**config.mk**
```make
export PLATFORM = sky130hd
export DESIGN_NAME = victim_ctrl_flat
export DESIGN_NICKNAME = d
export VERILOG_FILES = /design/src/rtl/victim_ctrl_if.sv /design/src/rtl/victim_ctrl.sv /design/src/flat_wrapper.sv
export SDC_FILE = /design/constraint.sdc
export NUM_CORES = 1
export LEC_CHECK = 0
export ABC_AREA = 1
export BUFFER_PORTS_ARGS = -buffer_cell sky130_fd_sc_hd__buf_2
export CORE_AREA = 2 2 242 244
export DETAILED_ROUTE_END_ITERATION = 6
export DIE_AREA = 0 0 244 246
export HOLD_SLACK_MARGIN = 0.05
export REMOVE_ABC_BUFFERS = 1
export SLEW_MARGIN = 20
export SYNTH_ARGS = -nofsm -noshare
export SYNTH_HDL_FRONTEND = slang
export SYNTH_SLANG_ARGS = --single-unit
```
**constraint.sdc**
```tcl
create_clock -name clk -period 21.2 [get_ports clk]
set_clock_uncertainty 0.15 [all_clocks]
set_input_delay 3.18 -clock clk [delete_from_list [all_inputs] [get_ports clk]]
set_output_delay 3.18 -clock clk [all_outputs]
set_load 0.01 [all_outputs]
```
**src/rtl/victim_ctrl_if.sv**
```systemverilog
// ---------------------------------------------------------------------------
// victim_ctrl_if
// Bundles every bus signal between the victim-buffer miss sequencer and its
// environment (L1 miss requesters, cache victim source, victim buffer array,
// memory port, fill port).
//   master : the sequencer (victim_ctrl)
//   slave  : the environment (caches / victim buffer / memory)
// Entry format for all 80-bit entries: {valid, dirty, line_addr, data}.
// ---------------------------------------------------------------------------
interface victim_ctrl_if #(
    parameter int AW = 14,
    parameter int DW = 64
);
    localparam int EW = AW + DW + 2;

    // miss requests
    logic          i_miss;
    logic [AW-1:0] i_addr;
    logic          d_miss;
    logic [AW-1:0] d_addr;
    // cache victim line
    logic          ev_valid;
    logic          ev_dirty;
    logic [AW-1:0] ev_addr;
    logic [DW-1:0] ev_data;
    // victim buffer probe / write
    logic [AW-1:0] vb_addr_i;
    logic [AW-1:0] vb_addr_d;
    logic          vb_ihit;
    logic          vb_hit;
    logic [1:0]    vb_hit_ind;
    logic [EW-1:0] vb_rd_data;
    logic [EW-1:0] vb_ev_data;
    logic [1:0]    vb_victim_index;
    logic          vb_we;
    logic [1:0]    vb_wr_line;
    logic [EW-1:0] vb_wr_data;
    logic          vb_roll;
    // memory port
    logic          mem_re;
    logic          mem_we;
    logic [AW-1:0] mem_addr;
    logic [DW-1:0] mem_wdata;
    logic          mem_rdy;
    logic [DW-1:0] mem_rdata;
    // fill / completion
    logic          fill_valid;
    logic          fill_iside;
    logic          fill_dirty;
    logic [AW-1:0] fill_addr;
    logic [DW-1:0] fill_data;
    logic          i_done;
    logic          d_done;

    modport master (
        input  i_miss, i_addr, d_miss, d_addr,
        input  ev_valid, ev_dirty, ev_addr, ev_data,
        input  vb_hit, vb_hit_ind, vb_rd_data, vb_ev_data, vb_victim_index,
        input  mem_rdy, mem_rdata,
        output vb_addr_i, vb_addr_d, vb_ihit, vb_we, vb_wr_line, vb_wr_data, vb_roll,
        output mem_re, mem_we, mem_addr, mem_wdata,
        output fill_valid, fill_iside, fill_dirty, fill_addr, fill_data,
        output i_done, d_done
    );

    modport slave (
        output i_miss, i_addr, d_miss, d_addr,
        output ev_valid, ev_dirty, ev_addr, ev_data,
        output vb_hit, vb_hit_ind, vb_rd_data, vb_ev_data, vb_victim_index,
        output mem_rdy, mem_rdata,
        input  vb_addr_i, vb_addr_d, vb_ihit, vb_we, vb_wr_line, vb_wr_data, vb_roll,
        input  mem_re, mem_we, mem_addr, mem_wdata,
        input  fill_valid, fill_iside, fill_dirty, fill_addr, fill_data,
        input  i_done, d_done
    );
endinterface

```
**src/rtl/victim_ctrl.sv**
```systemverilog
// ---------------------------------------------------------------------------
// victim_ctrl
// Miss sequencer for the 4-entry victim buffer sitting between the I/D L1
// caches and memory. Arbitrates I/D misses, probes the victim buffer, swaps on
// a hit, otherwise writes back a dirty buffer slot, fills from memory and
// inserts the cache victim (advancing the evict pointer).
//
// Ports:
//   clk  : system clock
//   rst  : asynchronous active-high reset
//   bus  : victim_ctrl_if.master (miss requests, victim line, victim buffer,
//          memory and fill/done signals)
//
// Optional feature macro: VB_CTRL_RR_ARB_EN
//   defined   : round-robin grant on simultaneous misses
//   undefined : fixed priority, D-side wins
// ---------------------------------------------------------------------------
module victim_ctrl #(
    parameter int AW = 14,
    parameter int DW = 64
) (
    input  logic          clk,
    input  logic          rst,
    victim_ctrl_if.master bus
);
    localparam int EW = AW + DW + 2;

    typedef enum logic [2:0] {
        S_IDLE, S_LOOKUP, S_SWAP, S_WB_VB, S_FILL, S_INSERT, S_DONE
    } state_t;

    state_t        state_q;
    logic          side_i_q;       // 1 = I-side request granted
    logic [AW-1:0] req_addr_q;
    logic          ev_valid_q;
    logic          ev_dirty_q;
    logic [AW-1:0] ev_addr_q;
    logic [DW-1:0] ev_data_q;

    logic [AW-1:0] vb_addr_i_q, vb_addr_d_q;
    logic          vb_ihit_q, vb_we_q, vb_roll_q;
    logic [1:0]    vb_wr_line_q;
    logic [EW-1:0] vb_wr_data_q;
    logic          mem_re_q, mem_we_q;
    logic [AW-1:0] mem_addr_q;
    logic [DW-1:0] mem_wdata_q;
    logic          fill_valid_q, fill_iside_q, fill_dirty_q;
    logic [AW-1:0] fill_addr_q;
    logic [DW-1:0] fill_data_q;
    logic          i_done_q, d_done_q;

    logic          grant_i_d;
    logic [EW-1:0] ev_entry;

    // The hit entry's valid bit and address are implied by the hit itself.
    logic unused_rd_bits;
    assign unused_rd_bits = ^{bus.vb_rd_data[EW-1], bus.vb_rd_data[DW +: AW]};

    assign ev_entry = {1'b1, ev_dirty_q, ev_addr_q, ev_data_q};

`ifdef VB_CTRL_RR_ARB_EN
    logic last_grant_i_q;

    // On a tie, hand the grant to the side that did not win last time.
    always_comb begin
        grant_i_d = bus.i_miss && (!bus.d_miss || !last_grant_i_q);
    end

    always_ff @(posedge clk or posedge rst) begin
        if (rst) begin
            last_grant_i_q <= 1'b1;
        end else if (state_q == S_IDLE && (bus.i_miss || bus.d_miss)) begin
            last_grant_i_q <= grant_i_d;
        end
    end
`else
    always_comb begin
        grant_i_d = bus.i_miss && !bus.d_miss;
    end
`endif

    always_ff @(posedge clk or posedge rst) begin
        if (rst) begin
            state_q      <= S_IDLE;
            side_i_q     <= 1'b0;
            req_addr_q   <= '0;
            ev_valid_q   <= 1'b0;
            ev_dirty_q   <= 1'b0;
            ev_addr_q    <= '0;
            ev_data_q    <= '0;
            vb_addr_i_q  <= '0;
            vb_addr_d_q  <= '0;
            vb_ihit_q    <= 1'b0;
            vb_we_q      <= 1'b0;
            vb_roll_q    <= 1'b0;
            vb_wr_line_q <= '0;
            vb_wr_data_q <= '0;
            mem_re_q     <= 1'b0;
            mem_we_q     <= 1'b0;
            mem_addr_q   <= '0;
            mem_wdata_q  <= '0;
            fill_valid_q <= 1'b0;
            fill_iside_q <= 1'b0;
            fill_dirty_q <= 1'b0;
            fill_addr_q  <= '0;
            fill_data_q  <= '0;
            i_done_q     <= 1'b0;
            d_done_q     <= 1'b0;
        end else begin
            // single-cycle strobes fall back to zero unless re-armed below
            vb_we_q      <= 1'b0;
            vb_roll_q    <= 1'b0;
            fill_valid_q <= 1'b0;
            i_done_q     <= 1'b0;
            d_done_q     <= 1'b0;

            case (state_q)
                S_IDLE: begin
                    if (bus.i_miss || bus.d_miss) begin
                        side_i_q   <= grant_i_d;
                        req_addr_q <= grant_i_d ? bus.i_addr : bus.d_addr;
                        ev_valid_q <= bus.ev_valid;
                        ev_dirty_q <= bus.ev_dirty;
                        ev_addr_q  <= bus.ev_addr;
                        ev_data_q  <= bus.ev_data;
                        vb_ihit_q  <= grant_i_d;
                        if (grant_i_d) begin
                            vb_addr_i_q <= bus.i_addr;
                        end else begin
                            vb_addr_d_q <= bus.d_addr;
                        end
                        state_q <= S_LOOKUP;
                    end
                end

                S_LOOKUP: begin
                    if (bus.vb_hit) begin
                        // swap: hit line goes to the cache, cache victim
                        // (or an invalid entry) takes its slot
                        fill_valid_q <= 1'b1;
                        fill_iside_q <= side_i_q;
                        fill_dirty_q <= bus.vb_rd_data[EW-2];
                        fill_addr_q  <= req_addr_q;
                        fill_data_q  <= bus.vb_rd_data[DW-1:0];
                        vb_we_q      <= 1'b1;
                        vb_wr_line_q <= bus.vb_hit_ind;
                        vb_wr_data_q <= ev_valid_q ? ev_entry : '0;
                        state_q      <= S_SWAP;
                    end else if (ev_valid_q && bus.vb_ev_data[EW-1] && bus.vb_ev_data[EW-2]) begin
                        // slot about to be overwritten holds dirty data
                        mem_we_q    <= 1'b1;
                        mem_addr_q  <= bus.vb_ev_data[DW +: AW];
                        mem_wdata_q <= bus.vb_ev_data[DW-1:0];
                        state_q     <= S_WB_VB;
                    end else begin
                        mem_re_q   <= 1'b1;
                        mem_addr_q <= req_addr_q;
                        state_q    <= S_FILL;
                    end
                end

                S_SWAP: begin
                    i_done_q <= side_i_q;
                    d_done_q <= !side_i_q;
                    state_q  <= S_DONE;
                end

                S_WB_VB: begin
                    if (bus.mem_rdy) begin
                        mem_we_q   <= 1'b0;
                        mem_re_q   <= 1'b1;
                        mem_addr_q <= req_addr_q;
                        state_q    <= S_FILL;
                    end
                end

                S_FILL: begin
                    if (bus.mem_rdy) begin
                        mem_re_q     <= 1'b0;
                        fill_valid_q <= 1'b1;
                        fill_iside_q <= side_i_q;
                        fill_dirty_q <= 1'b0;
                        fill_addr_q  <= req_addr_q;
                        fill_data_q  <= bus.mem_rdata;
                        if (ev_valid_q) begin
                            vb_we_q      <= 1'b1;
                            vb_wr_line_q <= bus.vb_victim_index;
                            vb_wr_data_q <= ev_entry;
                            vb_roll_q    <= 1'b1;
                        end
                        state_q <= S_INSERT;
                    end
                end

                S_INSERT: begin
                    i_done_q <= side_i_q;
                    d_done_q <= !side_i_q;
                    state_q  <= S_DONE;
                end

                S_DONE: begin
                    state_q <= S_IDLE;
                end

                default: state_q <= S_IDLE;
            endcase
        end
    end

    assign bus.vb_addr_i  = vb_addr_i_q;
    assign bus.vb_addr_d  = vb_addr_d_q;
    assign bus.vb_ihit    = vb_ihit_q;
    assign bus.vb_we      = vb_we_q;
    assign bus.vb_wr_line = vb_wr_line_q;
    assign bus.vb_wr_data = vb_wr_data_q;
    assign bus.vb_roll    = vb_roll_q;
    assign bus.mem_re     = mem_re_q;
    assign bus.mem_we     = mem_we_q;
    assign bus.mem_addr   = mem_addr_q;
    assign bus.mem_wdata  = mem_wdata_q;
    assign bus.fill_valid = fill_valid_q;
    assign bus.fill_iside = fill_iside_q;
    assign bus.fill_dirty = fill_dirty_q;
    assign bus.fill_addr  = fill_addr_q;
    assign bus.fill_data  = fill_data_q;
    assign bus.i_done     = i_done_q;
    assign bus.d_done     = d_done_q;
endmodule

```
**src/flat_wrapper.sv**
```systemverilog
// flat-port wrapper written by rule: the top's interface ports become plain ports
module victim_ctrl_flat 
#(
    parameter int AW = 14,
    parameter int DW = 64
)
  (clk, rst, bus_i_miss, bus_i_addr, bus_d_miss, bus_d_addr, bus_ev_valid, bus_ev_dirty, bus_ev_addr, bus_ev_data, bus_vb_hit, bus_vb_hit_ind, bus_vb_rd_data, bus_vb_ev_data, bus_vb_victim_index, bus_mem_rdy, bus_mem_rdata, bus_vb_addr_i, bus_vb_addr_d, bus_vb_ihit, bus_vb_we, bus_vb_wr_line, bus_vb_wr_data, bus_vb_roll, bus_mem_re, bus_mem_we, bus_mem_addr, bus_mem_wdata, bus_fill_valid, bus_fill_iside, bus_fill_dirty, bus_fill_addr, bus_fill_data, bus_i_done, bus_d_done);
  victim_ctrl_if #(.AW(AW), .DW(DW)) bus_i ();
  input  logic clk;
  input  logic rst;
  input wire logic [$bits(bus_i.i_miss)-1:0] bus_i_miss;
  input wire logic [$bits(bus_i.i_addr)-1:0] bus_i_addr;
  input wire logic [$bits(bus_i.d_miss)-1:0] bus_d_miss;
  input wire logic [$bits(bus_i.d_addr)-1:0] bus_d_addr;
  input wire logic [$bits(bus_i.ev_valid)-1:0] bus_ev_valid;
  input wire logic [$bits(bus_i.ev_dirty)-1:0] bus_ev_dirty;
  input wire logic [$bits(bus_i.ev_addr)-1:0] bus_ev_addr;
  input wire logic [$bits(bus_i.ev_data)-1:0] bus_ev_data;
  input wire logic [$bits(bus_i.vb_hit)-1:0] bus_vb_hit;
  input wire logic [$bits(bus_i.vb_hit_ind)-1:0] bus_vb_hit_ind;
  input wire logic [$bits(bus_i.vb_rd_data)-1:0] bus_vb_rd_data;
  input wire logic [$bits(bus_i.vb_ev_data)-1:0] bus_vb_ev_data;
  input wire logic [$bits(bus_i.vb_victim_index)-1:0] bus_vb_victim_index;
  input wire logic [$bits(bus_i.mem_rdy)-1:0] bus_mem_rdy;
  input wire logic [$bits(bus_i.mem_rdata)-1:0] bus_mem_rdata;
  output wire logic [$bits(bus_i.vb_addr_i)-1:0] bus_vb_addr_i;
  output wire logic [$bits(bus_i.vb_addr_d)-1:0] bus_vb_addr_d;
  output wire logic [$bits(bus_i.vb_ihit)-1:0] bus_vb_ihit;
  output wire logic [$bits(bus_i.vb_we)-1:0] bus_vb_we;
  output wire logic [$bits(bus_i.vb_wr_line)-1:0] bus_vb_wr_line;
  output wire logic [$bits(bus_i.vb_wr_data)-1:0] bus_vb_wr_data;
  output wire logic [$bits(bus_i.vb_roll)-1:0] bus_vb_roll;
  output wire logic [$bits(bus_i.mem_re)-1:0] bus_mem_re;
  output wire logic [$bits(bus_i.mem_we)-1:0] bus_mem_we;
  output wire logic [$bits(bus_i.mem_addr)-1:0] bus_mem_addr;
  output wire logic [$bits(bus_i.mem_wdata)-1:0] bus_mem_wdata;
  output wire logic [$bits(bus_i.fill_valid)-1:0] bus_fill_valid;
  output wire logic [$bits(bus_i.fill_iside)-1:0] bus_fill_iside;
  output wire logic [$bits(bus_i.fill_dirty)-1:0] bus_fill_dirty;
  output wire logic [$bits(bus_i.fill_addr)-1:0] bus_fill_addr;
  output wire logic [$bits(bus_i.fill_data)-1:0] bus_fill_data;
  output wire logic [$bits(bus_i.i_done)-1:0] bus_i_done;
  output wire logic [$bits(bus_i.d_done)-1:0] bus_d_done;
  assign bus_i.i_miss = bus_i_miss;
  assign bus_i.i_addr = bus_i_addr;
  assign bus_i.d_miss = bus_d_miss;
  assign bus_i.d_addr = bus_d_addr;
  assign bus_i.ev_valid = bus_ev_valid;
  assign bus_i.ev_dirty = bus_ev_dirty;
  assign bus_i.ev_addr = bus_ev_addr;
  assign bus_i.ev_data = bus_ev_data;
  assign bus_i.vb_hit = bus_vb_hit;
  assign bus_i.vb_hit_ind = bus_vb_hit_ind;
  assign bus_i.vb_rd_data = bus_vb_rd_data;
  assign bus_i.vb_ev_data = bus_vb_ev_data;
  assign bus_i.vb_victim_index = bus_vb_victim_index;
  assign bus_i.mem_rdy = bus_mem_rdy;
  assign bus_i.mem_rdata = bus_mem_rdata;
  assign bus_vb_addr_i = bus_i.vb_addr_i;
  assign bus_vb_addr_d = bus_i.vb_addr_d;
  assign bus_vb_ihit = bus_i.vb_ihit;
  assign bus_vb_we = bus_i.vb_we;
  assign bus_vb_wr_line = bus_i.vb_wr_line;
  assign bus_vb_wr_data = bus_i.vb_wr_data;
  assign bus_vb_roll = bus_i.vb_roll;
  assign bus_mem_re = bus_i.mem_re;
  assign bus_mem_we = bus_i.mem_we;
  assign bus_mem_addr = bus_i.mem_addr;
  assign bus_mem_wdata = bus_i.mem_wdata;
  assign bus_fill_valid = bus_i.fill_valid;
  assign bus_fill_iside = bus_i.fill_iside;
  assign bus_fill_dirty = bus_i.fill_dirty;
  assign bus_fill_addr = bus_i.fill_addr;
  assign bus_fill_data = bus_i.fill_data;
  assign bus_i_done = bus_i.i_done;
  assign bus_d_done = bus_i.d_done;
  victim_ctrl #(.AW(AW), .DW(DW)) u_core (.clk(clk), .rst(rst), .bus(bus_i));
endmodule
```
==> flow_metrics.env <==
export IMPL_status="finished, final reports clean"
export IMPL_ant_nets=0
export IMPL_setup_viol=0
export IMPL_wl_per_cell_um=16.5
export IMPL_yosysWarningCount=0
export IMPL_p_leak_nw=12.0
export IMPL_cts_setup_buffers=0
export IMPL_fillerInstances=6074
export IMPL_place_congestion=0.819
export IMPL_timing_fmax_ghz=0.192
export IMPL_path_class="in -> async"
export IMPL_rsz0062_at_grt="no"
export IMPL_port_buffer_count=602
export IMPL_synth_common_cells="nand2_1, dfrtp_1, inv_1"
export IMPL_hold_viol=0
export IMPL_dr_total_vias=14200
export IMPL_hold_class="reg -> reg"
export IMPL_netlist_area_mm2=0.0159
export IMPL_io_pins=618
export IMPL_worst_ep_arrival_time_ns=5.64
export IMPL_drive_gt1_share_pct=27.8
export IMPL_drt_iter0_markers=798
export IMPL_synthArstFlopShare_pct=100
export IMPL_ys_types=23
export IMPL_areaGrowthSynthToFinish_pct=31.7
export IMPL_die_area_mm2=0.0600
export IMPL_cp_start_kind="input pin"
export IMPL_synth_top_cell_by_area="dfrtp_1"
export IMPL_start_util_pct=27.8
export IMPL_grt_max_degree=120
export IMPL_synth_edf_count=0
export IMPL_cts_sinks=373
export IMPL_dr_pass1_iters=5
export IMPL_fin_crit_sh_pct=24.6
export IMPL_tightest_slew_ns=1.04
export IMPL_design_area_mm2=0.0210
export IMPL_synth_main_ff_cell="dfrtp_1"
export IMPL_required_ns=21.63
export IMPL_synth_most_common_cell="nand2_1"
export IMPL_grtUsageTotal_pct=17.7
export IMPL_synth_top_area_share_pct=58.6
export IMPL_dpl_cell_area_mm2=0.0195
export IMPL_tritoncts="done"
export IMPL_avgViaCountPerCell=4.31
export IMPL_drc_errors=0
export IMPL_cts_root_buf="clkbuf_16"
export IMPL_slowest_delay_ns=0.82
export IMPL_die_x_um=244
export IMPL_die_y_um=246
export IMPL_coreArea_mm2=0.0574
export IMPL_first_global_vias=13700
export IMPL_endpoint_kind="asynchronous set/reset pin"
export IMPL_ys_seq_area_share_pct=58.6
export IMPL_antenna_found_initial=23
export IMPL_maxCapViolations=0
export IMPL_min_period_ns=5.22
export IMPL_fin_tns_setup_ns=0
export IMPL_syn_inst=1941
export IMPL_crit_chain="buf_2, inv_8, buf_4, buf_4"
export IMPL_grt_first_pass_wirelength_um=82000
export IMPL_cts_buffers=43
export IMPL_ys_seq_elements=373
export IMPL_cp_common_cell="buf_4"
export IMPL_dp_hpwl_um=37500
export IMPL_nets=2839
export IMPL_cts_max_level=2
export IMPL_final_max_slew_viol_count=0
export IMPL_cts_resized=0
export IMPL_power_density_mw_per_mm2=151
export IMPL_placementRows=88
export IMPL_cts_hold_buf=0
export IMPL_cpMaxStageDelayCell="buf_4"
export IMPL_cts_max_path_buffers=3
export IMPL_synthTopCellsByArea="dfrtp_1, nand2_1, o21ai_0"
export IMPL_insertion_delay_ns=0.57
export IMPL_power_mw=3.18
export IMPL_wl_um=54500
export IMPL_max_slew_margin_pct=30.6
export IMPL_avgSynthCellArea_um2=8.21
export IMPL_path_clk_slew_ns=0.06
export IMPL_max_vdd_ir_drop_mv=0.0760
export IMPL_grt_ovfl_total=0
export IMPL_worst_path_max_fanout=119
## path summary, 6_finish.rpt
path,startpoint,slack [ns],end,cells past startpoint
max,rst,15.98,u_core.bus.vb_addr_i[13],4
min,u_core.bus.vb_wr_data[39],0.31,u_core.bus.vb_wr_data[39],2
max reg2reg,u_core.state_q[0],17.80,u_core.bus.fill_data[30],6
min reg2reg,u_core.bus.vb_wr_data[39],0.31,u_core.bus.vb_wr_data[39],2
max in group clk,bus_vb_ev_data[78],16.15,u_core.bus.mem_wdata[51],6
min in group asynchronous,rst,2.62,u_core.bus.mem_wdata[62],2
## area by class of cell
type                    count  area (um^2)  area share [%]
diodes                     15         37.5           0.179
clock buffers              62         1240            5.90
clock inverters            13          170           0.811
inverters                 189          718            3.42
multi-input cells        1271         5390            25.7
flip-flops and latches    373         9330            44.5
well taps                 765          957            4.56
repair buffers            619         3140            15.0
## registers in the layout, indices dropped and copies added, names as in the netlist, 2 cells and up
register / cells
u_core.state_q: 3
u_core.bus.fill_data: 64
u_core.bus.vb_addr_i: 14
u_core.ev_addr_q: 14
u_core.bus.vb_wr_data: 80
u_core.bus.mem_addr: 14
u_core.bus.vb_addr_d: 14
u_core.bus.fill_addr: 14
u_core.ev_data_q: 64
u_core.bus.vb_wr_line: 2
u_core.bus.mem_wdata: 64
u_core.req_addr_q: 14
## metal layers
| metal | up-vias | wire (um) | track usage (%) |
|---|---|---|---|
| li1 | 7059 | - | - |
| met1 | 6620 | 22300 | 21.6 |
| met2 | 456 | 25600 | 28.8 |
| met3 | 94 | 5150 | 6.55 |
| met4 | 18 | 1270 | 5.83 |
| met5 | - | 131 | 0 |
## power breakdown
group | internal, mW | switching, mW | total (mW)
clock network | 0.443 | 0.306 | 0.750
logic | 0.424 | 0.794 | 1.22
registers | 1.04 | 0.165 | 1.21
total | 1.91 | 1.27 | 3.18
## logic make-up after synthesis
logic type / share of synthesized area, %
compound gates: 9.47
buf+inv: 7.94
flops: 58.6
simple gates: 24.0
## placed cells by master, fill, tap and decap left out, types with 2 or more instances in the layout
master / count
nand2_2: 3
inv_1: 183
dfrtp_1: 373
buf_2: 602
clkbuf_1: 11
a21boi_0: 51
inv_2: 4
nand4_1: 2
nand2_1: 944
inv_6: 2
clkinvlp_4: 3
a21oi_1: 30
clkbuf_8: 7
clkinv_2: 4
nand3_1: 35
buf_4: 16
nor2_1: 5
bufinv_16: 3
clkbuf_16: 44
o21ai_0: 153
nor2_4: 2
nand3_4: 2
o21ai_1: 38
diode_2: 15
## worst max-delay path: cells and delay by family
family / cells / cell delay, ns
buf+inv: 4 / 2.27
## through the flow
step | utilization (%) | cells | hold WS (ns) | worst slack, ns
finish | 36.6 | 3307 | 0.314 | 15.98
floorplan | - | 1833 | 0.292 | 7.51
global route | 36.6 | 3301 | 0.327 | 15.52
detailed placement | 34.1 | 3217 | 0.303 | 15.22
CTS | 36.5 | 3292 | 0.317 | 15.84
global placement | 34.1 | 3217 | 0.299 | 15.19
No activity file was read; power rests on OpenSTA's default activity.
